`config.mk`:
```
export PLATFORM = sky130hd
export DESIGN_NAME = scan_mux_flat
export DESIGN_NICKNAME = d
export VERILOG_FILES = /design/src/rtl/scan_mux_pkg.sv /design/src/rtl/scan_mux_if.sv /design/src/rtl/scan_mux_mux_n.sv /design/src/rtl/scan_mux.sv /design/src/flat_wrapper.sv
export SDC_FILE = /design/constraint.sdc
export NUM_CORES = 1
export LEC_CHECK = 0
export CELL_PAD_IN_SITES_DETAIL_PLACEMENT = 1
export CELL_PAD_IN_SITES_GLOBAL_PLACEMENT = 1
export CORE_ASPECT_RATIO = 1.25
export CORE_MARGIN = 5
export CORE_UTILIZATION = 38
export CTS_CLUSTER_SIZE = 40
export DETAILED_ROUTE_END_ITERATION = 6
export MAX_ROUTING_LAYER = met4
export PLACE_DENSITY = 0.92
export SYNTH_ARGS = -nofsm -noshare
export SYNTH_HDL_FRONTEND = slang
export SYNTH_SLANG_ARGS = --single-unit
```
`constraint.sdc`:
```
create_clock -name clk -period 7.4 [get_ports clk]
set_input_delay 1.48 -clock clk [delete_from_list [all_inputs] [get_ports clk]]
set_output_delay 1.48 -clock clk [all_outputs]
set_load 0.01 [all_outputs]
```
`src/rtl/scan_mux_pkg.sv`:
```
// Shared types and constants for the scanning channel multiplexer:
// FSM state encoding, mode encoding and select-width helper.
package scan_mux_pkg;

  typedef enum logic [1:0] {
    IDLE  = 2'd0,
    FIXED = 2'd1,
    SCAN  = 2'd2
  } state_e;

  localparam logic MODE_FIXED = 1'b0;
  localparam logic MODE_SCAN  = 1'b1;

  // Select width never collapses to zero, even for a degenerate channel count.
  function automatic int sel_width(input int channels);
    return (channels > 1) ? $clog2(channels) : 1;
  endfunction

endpackage

```
`src/rtl/scan_mux_if.sv`:
```
// Control, data and status bundle of scan_mux; master drives the controls,
// slave (the multiplexer) drives the registered results.
interface scan_mux_if
  import scan_mux_pkg::*;
#(
  parameter int WIDTH    = 1,
  parameter int CHANNELS = 8,
  parameter int DWELL_W  = 8
);

  localparam int SEL_W = sel_width(CHANNELS);

  logic                      en;
  logic                      mode;
  logic [SEL_W-1:0]          sel;
  logic [DWELL_W-1:0]        dwell;
  logic [CHANNELS*WIDTH-1:0] a;
  logic [WIDTH-1:0]          y;
  logic [SEL_W-1:0]          ch;
  logic                      valid;
  logic                      wrap;
  logic                      sel_err;

  modport master (
    output en, mode, sel, dwell, a,
    input  y, ch, valid, wrap, sel_err
  );

  modport slave (
    input  en, mode, sel, dwell, a,
    output y, ch, valid, wrap, sel_err
  );

endinterface

```
`src/rtl/scan_mux_mux_n.sv`:
```
// Purely combinational CHANNELS:1 selector; an index beyond the last
// channel yields zero so the output is always defined.
module mux_n
  import scan_mux_pkg::*;
#(
  parameter int WIDTH    = 1,
  parameter int CHANNELS = 8,
  localparam int SEL_W   = sel_width(CHANNELS)
) (
  input  logic [CHANNELS*WIDTH-1:0] a,
  input  logic [SEL_W-1:0]          idx,
  output logic [WIDTH-1:0]          y
);

  localparam logic [SEL_W:0] CH_LIM = (SEL_W+1)'(CHANNELS);

  logic [WIDTH-1:0] chan_s [CHANNELS];

  for (genvar k = 0; k < CHANNELS; k++) begin : g_unpack
    assign chan_s[k] = a[k*WIDTH +: WIDTH];
  end

  // Bounded lookup into the unpacked channel array.
  always_comb begin
    y = '0;
    if ({1'b0, idx} < CH_LIM) begin
      y = chan_s[idx];
    end else begin
      y = '0;
    end
  end

endmodule

```
`src/rtl/scan_mux.sv`:
```
// Registered channel multiplexer with fixed-select and round-robin scan
// modes; each scanned channel is held for dwell+1 cycles.
module scan_mux
  import scan_mux_pkg::*;
#(
  parameter int WIDTH    = 1,
  parameter int CHANNELS = 8,
  parameter int DWELL_W  = 8
) (
  input  logic      clk,
  input  logic      rst_n,
  scan_mux_if.slave bus
);

  localparam int              SEL_W   = sel_width(CHANNELS);
  localparam logic [SEL_W:0]   CH_LIM  = (SEL_W+1)'(CHANNELS);
  localparam logic [SEL_W-1:0] LAST_CH = SEL_W'(CHANNELS - 1);

  state_e             state_r;
  logic [DWELL_W-1:0] cnt_r;
  logic [WIDTH-1:0]   y_r;
  logic [SEL_W-1:0]   ch_r;
  logic               valid_r;
  logic               wrap_r;
  logic               sel_err_r;

  logic               sel_ok_s;
  logic               adv_s;
  logic [SEL_W-1:0]   next_ch_s;
  logic [SEL_W-1:0]   mux_idx_s;
  logic [WIDTH-1:0]   mux_y_s;

  // Picks the channel that will drive y after the coming edge.
  // A larger counter than a freshly lowered dwell also advances.
  always_comb begin
    sel_ok_s  = ({1'b0, bus.sel} < CH_LIM);
    adv_s     = (cnt_r >= bus.dwell);
    next_ch_s = (ch_r == LAST_CH) ? '0 : ch_r + SEL_W'(1);
    if (bus.mode == MODE_FIXED) begin
      mux_idx_s = bus.sel;
    end else if (state_r != SCAN) begin
      mux_idx_s = sel_ok_s ? bus.sel : '0;
    end else if (adv_s) begin
      mux_idx_s = next_ch_s;
    end else begin
      mux_idx_s = ch_r;
    end
  end

  mux_n #(
    .WIDTH    (WIDTH),
    .CHANNELS (CHANNELS)
  ) u_mux (
    .a   (bus.a),
    .idx (mux_idx_s),
    .y   (mux_y_s)
  );

  // Mode FSM with registered data and status outputs; en=0 wins over mode.
  always_ff @(posedge clk or negedge rst_n) begin
    if (!rst_n) begin
      state_r   <= IDLE;
      cnt_r     <= '0;
      y_r       <= '0;
      ch_r      <= '0;
      valid_r   <= 1'b0;
      wrap_r    <= 1'b0;
      sel_err_r <= 1'b0;
    end else if (!bus.en) begin
      state_r   <= IDLE;
      cnt_r     <= '0;
      valid_r   <= 1'b0;
      wrap_r    <= 1'b0;
      sel_err_r <= 1'b0;
    end else if (bus.mode == MODE_FIXED) begin
      state_r   <= FIXED;
      cnt_r     <= '0;
      wrap_r    <= 1'b0;
      valid_r   <= sel_ok_s;
      sel_err_r <= !sel_ok_s;
      if (sel_ok_s) begin
        y_r  <= mux_y_s;
        ch_r <= bus.sel;
      end else begin
        y_r  <= y_r;
        ch_r <= ch_r;
      end
    end else begin
      case (state_r)
        SCAN: begin
          cnt_r     <= adv_s ? '0 : cnt_r + DWELL_W'(1);
          wrap_r    <= adv_s && (ch_r == LAST_CH);
          sel_err_r <= 1'b0;
        end
        default: begin
          cnt_r     <= '0;
          wrap_r    <= 1'b0;
          sel_err_r <= !sel_ok_s;
        end
      endcase
      state_r <= SCAN;
      y_r     <= mux_y_s;
      ch_r    <= mux_idx_s;
      valid_r <= 1'b1;
    end
  end

  assign bus.y       = y_r;
  assign bus.ch      = ch_r;
  assign bus.valid   = valid_r;
  assign bus.wrap    = wrap_r;
  assign bus.sel_err = sel_err_r;

endmodule
```
`src/flat_wrapper.sv`:
```
// flat-port wrapper written by rule: the top's interface ports become plain ports
module scan_mux_flat import scan_mux_pkg::*;
#(
  parameter int WIDTH    = 1,
  parameter int CHANNELS = 8,
  parameter int DWELL_W  = 8
)
  (clk, rst_n, bus_en, bus_mode, bus_sel, bus_dwell, bus_a, bus_y, bus_ch, bus_valid, bus_wrap, bus_sel_err);
  scan_mux_if #(.WIDTH(WIDTH), .CHANNELS(CHANNELS), .DWELL_W(DWELL_W)) bus_i ();
  input  logic clk;
  input  logic rst_n;
  input wire logic [$bits(bus_i.en)-1:0] bus_en;
  input wire logic [$bits(bus_i.mode)-1:0] bus_mode;
  input wire logic [$bits(bus_i.sel)-1:0] bus_sel;
  input wire logic [$bits(bus_i.dwell)-1:0] bus_dwell;
  input wire logic [$bits(bus_i.a)-1:0] bus_a;
  output wire logic [$bits(bus_i.y)-1:0] bus_y;
  output wire logic [$bits(bus_i.ch)-1:0] bus_ch;
  output wire logic [$bits(bus_i.valid)-1:0] bus_valid;
  output wire logic [$bits(bus_i.wrap)-1:0] bus_wrap;
  output wire logic [$bits(bus_i.sel_err)-1:0] bus_sel_err;
  assign bus_i.en = bus_en;
  assign bus_i.mode = bus_mode;
  assign bus_i.sel = bus_sel;
  assign bus_i.dwell = bus_dwell;
  assign bus_i.a = bus_a;
  assign bus_y = bus_i.y;
  assign bus_ch = bus_i.ch;
  assign bus_valid = bus_i.valid;
  assign bus_wrap = bus_i.wrap;
  assign bus_sel_err = bus_i.sel_err;
  scan_mux #(.WIDTH(WIDTH), .CHANNELS(CHANNELS), .DWELL_W(DWELL_W)) u_core (.clk(clk), .rst_n(rst_n), .bus(bus_i));
endmodule
```
### Yosys cells after proc, flatten, opt, wreduce, memory -nomap -nowiden

Cells that the tools add are included.

* register bits after elaboration: 16
* input bits: 23
* output and inout bits: 7
* word-level logic and storage cells: 33

* add/sub/neg operators: 2
* magnitude comparators: 2
* equality and inequality tests: 3
* multiplexer cells: 18
* bitwise gates (word level): 1
* reductions and logical operators: 1

Operator list (number)
* 2-to-1 mux 8 bit: 4
* 2-to-1 mux 3 bit: 5
* adder 8 x 1 -> 8 bit, second input constant: 1
* greater-or-equal comparator 8 bit: 1
* 2-to-1 mux 1 bit: 6
* greater-or-equal comparator 4 bit, second input constant: 1
* 2-to-1 mux 2 bit: 2
* inverter 3 -> 4 bit: 1
* adder 3 x 1 -> 3 bit, second input constant: 1
* binary-select mux 1 bit (select 3 bit): 1
* equality test 3 bit, second input constant: 1
* equality test 2 bit, second input constant: 1
* inequality test 2 bit, second input constant: 1
* logical AND 1 bit: 1

### Logic depth before layout (Yosys ltp)

* depth after elaboration: 9
* mapped depth: 10
* gate-level depth less buffers: 10

### Hierarchy

A second synthesis with hierarchy kept.

* cells, all modules: 106
* area, all modules: 1044.8 µm²

Modules (own cells, without submodules)
* scan_mux: times used 1, cells an instance 103, area an instance 980.9 µm², sequential area each 400.4 µm²
* mux_n: times used 1, cells an instance 3, area an instance 63.8 µm², sequential area each 0.0 µm²

### Worst setup path after synthesis

No wires, ideal clock.

* path type: input to register
* from: input port bus_dwell[0]
* to: register u_core.y_r (netlist: u_core.bus.y)
* arrival: 3.669 ns
* slack: 3.604 ns
* cell stages on the path: 9
* path through: ha_1 nand2b_4 a2111oi_4 o311ai_4 mux2_4 mux2_4 mux2i_1 a22oi_1 a311o_2

* longest elaborated chain between the ends: 8

Ends and longest elaborated chain
* from (decl): line flat_wrapper.sv:15 `input wire logic [$bits(bus_i.dwell)-1:0] bus_dwell;`
* greater-or-equal comparator 8 bit: line scan_mux.sv:37 `adv_s = (cnt_r >= bus.dwell);`
* 2-to-1 mux 3 bit: line scan_mux.sv:43 `end else if (adv_s) begin`
* 2-to-1 mux 3 bit: line scan_mux.sv:41 `end else if (state_r != SCAN) begin`
* 2-to-1 mux 3 bit: line scan_mux.sv:39 `if (bus.mode == MODE_FIXED) begin`
* inverter 3 -> 4 bit (not written as such): line scan_mux_mux_n.sv:27 `y = chan_s[idx];`
* binary-select mux 1 bit (select 3 bit): line scan_mux_mux_n.sv:27
* 2-to-1 mux 1 bit (not written as such) (2 in series): line scan_mux_mux_n.sv:27
* to (signal assigned): line scan_mux.sv:82 `y_r <= mux_y_s;`
* to (signal assigned): line scan_mux.sv:85 `y_r <= y_r;`
* to (signal assigned): line scan_mux.sv:102 `y_r <= mux_y_s;`
* to (decl): line scan_mux.sv:21 `logic [WIDTH-1:0] y_r;`

No other way between the ends. The select of a mux whose other input is x is not followed.
A chain may end at the register's enable or synchronous reset.

### Final worst setup path

* from: input port bus_dwell[6]
* to: register u_core.y_r (netlist: u_core.bus.y)

Same word-level chain as after synthesis.

==> results.cfg <==
[floorplan]
io_pins = 30
fp.dieArea_mm2 = 0.004042
rows = 21
core_area_mm2 = 0.002706
initial_core_util_pct = 40.22
fp.dieW_um = 57.87
fp.dieH_um = 69.84

[setup_path]
critPathMaxFanout = 7
endpoint_kind = flop
worstPathArrival_ns = 4.32
cp_slowest_cell = clkdlybuf4s50_1
crit_top_cell = mux2_4
cp_cell_sequence = clkdlybuf4s50_1 > inv_1 > ha_1 > and3_1 > o21ai_0 > o311ai_4 > mux2_4 > mux2_4 > mux2i_1 > a22oi_1 > a311o_2
critical_path_class = primary input to flop
crit_path_start_kind = primary input
critical_path.max_stage_delay_ns = 0.45
cp.required_ns = 7.57

[sta]
max_slew_margin_pct = 52.47
period_minus_slack_ns = 4.149
max_freq_mhz = 241.0
fin_crit_sh_pct = 56.07
drv_slew = 0
timing.final.hold_violations = 0
tightest_slew_ns = 0.7108
rsz0062_at_grt = no
setup_slack_ns = 3.251
finalSetupTns_ns = 0
clock-skew-final_ns = 0.001062
setup_viol = 0

[global_route]
antenna_found_initial = 0
grt_max_degree = 17
grt_use_total_pct = 14.61
first_global_vias = 1065
grt_pass1_wl_um = 4636
overflow = 0

[logic_synthesis]
ys_seq_area_share_pct = 36.78
synth_top_area_share_pct = 36.78
synth_nets = 144
ys_ff_latch = 16
synth_area_per_cell_um2 = 9.896
synth_cells = 110
synth_top_area_cell = dfrtp_1
ys_warn_count = 0
netlist_area_mm2 = 0.001089
synth_area_leaders = dfrtp_1 (37%), ha_1 (13%), nor2_1 (4.8%)
ys_types = 31

[power_and_ir_drop]
sequentialPowerShare_pct = 47.3
switching_power_uw = 50.25
pwr-share-comb_pct = 24.1
irDropWorstVdd_mv = 0.08669
cellPowerDensity_mw_per_mm2 = 139.5
p_int_uw = 149.6
p_sw_share_pct = 25.14
pwr-share-clk_pct = 28.5
leakage_uw = 0.0006847
total_power_uw = 199.9

[cells_and_area]
drive_gt1_share_pct = 10.07
fin_area_mm2 = 0.001433
fin_nets = 174
final_common_cell = clkdlybuf4s50_1
final_core_util_pct = 52.94
layout_common_cells = clkdlybuf4s50_1 (28), dfrtp_1 (16), nor2_1 (14), inv_1 (12), ha_1 (11)
syn2layout_area_growth_pct = 31.61
antennaDiodeCount = 0

[routing]
drc = 0
wl_per_cell_um = 14.65
via_count = 888
firstDrtPassIters = 4
ant_nets = 0
via_per_inst = 5.133
initialDrtViolationCount = 14
wl_um = 2535

[clock_network]
cts_root_buf = clkbuf_4
cts_tree = built
clock_latency_ns = 0.28
postCtsResizedCells = 0
hold_buffers = 0
cts.sinks = 16
clock_path_buffers = 2
clk_pin_slew_ns = 0.09
cts_inserted_buffers = 3
cts_setup_buffers = 0
htree_levels = 1

[place]
io_buffers = 28
placed_area_mm2 = 0.001396
routabilityCongestion = 0.8100
place_ws_ns = 2.931
dpl.hpwl_um = 2221

[status]
status = complete, no violations

[hold_path]
min_path_type = flop to flop

[flow_run]
drv_cap = 0
## state kept, by name, summed over array words and instances, names as in the netlist
signal	count
u_core.bus.y	1
u_core.cnt_r	8
u_core.bus.ch	3
u_core.bus.valid	1
u_core.state_r	2
u_core.bus.wrap	1
## Yosys cell counts
cell type   n
a21oi_1     5
inv_1      12
nand2b_1    3
mux2i_1     3
dfrtp_1    16
o21a_1      1
xor2_1      4
ha_1       11
conb_1      1
a2111oi_2   1
nor2_1     14
nand2b_4    1
and3_1      5
xnor2_1     2
a2111oi_4   1
mux2_4      2
clkbuf_1    2
a22oi_1     1
mux2_2      2
o21ai_0     4
nand4_1     1
o311ai_4    1
buf_4       1
nor2b_1     3
or2_2       1
o221a_1     1
a311o_2     1
nand3_1     3
and2_1      3
nand2_1     3
a21o_1      1
## layout make-up
type / count / area [um^2]
Sequential cell: 16 / 400.4
Tap cell: 34 / 42.54
Fill cell: 334 / 1274
Clock buffer: 4 / 36.28
Multi-Input combinational cell: 79 / 628.1
Inverter: 12 / 45.04
Timing Repair Buffer: 28 / 280.3
## metal layers
layer | up-vias | global-route usage, % | routed length, um
met5 | - | - | 0
li1 | 427 | - | -
met1 | 426 | 15.80 | 980
met4 | 0 | 2.835 | 23
met2 | 31 | 27.26 | 1396
met3 | 4 | 2.421 | 134
## logic make-up after synthesis
group                      count (synthesis)  share of synthesized area [%]
AOI/OAI and AO/OA                         17                          14.60
xor gates and xnor gates                   6                          4.828
adders and majority gates                 11                          12.64
buffers and inverters                     15                          5.517
DFF                                       16                          36.78
muxes                                      7                          7.586
other                                      1                         0.3445
and+or+nand+nor                           37                          17.70
## metrics by stage
| stage | hold WS [ns] | instances |
|---|---|---|
| after global placement | 0.5075 | 169 |
| after global routing | 0.5730 | 173 |
| after detailed placement | 0.5356 | 169 |
| after floorplan | 0.4678 | 110 |
| after CTS | 0.5503 | 173 |
| final | 0.5327 | 173 |
## worst paths after layout
check | cells past startpoint | startpoint | end | slack, ns
min reg2reg | 1 | u_core.cnt_r[0] | u_core.cnt_r[0] | 0.53
max in group asynchronous | 1 | rst_n | u_core.cnt_r[6] | 5.34
min | 1 | u_core.cnt_r[0] | u_core.cnt_r[0] | 0.53
min in group asynchronous | 1 | rst_n | u_core.bus.ch[1] | 1.62
max | 11 | bus_dwell[6] | u_core.bus.y | 3.25
max reg2reg | 10 | u_core.cnt_r[0] | u_core.bus.y | 4.48
## power groups by stage
stage,clock network [uW],logic (uW),registers [uW]
after detailed placement,0,49.0,96.3
after global placement,0,46.3,96.1
after global routing,64.6,53.8,95.3
after floorplan,0,22.2,97.1
after CTS,58.7,49.3,94.7
final,57.0,48.2,94.6
## critical path, delay by kind of cell
family                   cells  cell delay, ns
AND/OR/NAND/NOR              1            0.16
multiplexers                 3            0.81
buffers and inverters        2            0.49
adder cells (fa/ha/maj)      1            0.32
AO/OA/AOI/OAI                4            1.05
Power figures use the tool's default switching activity.
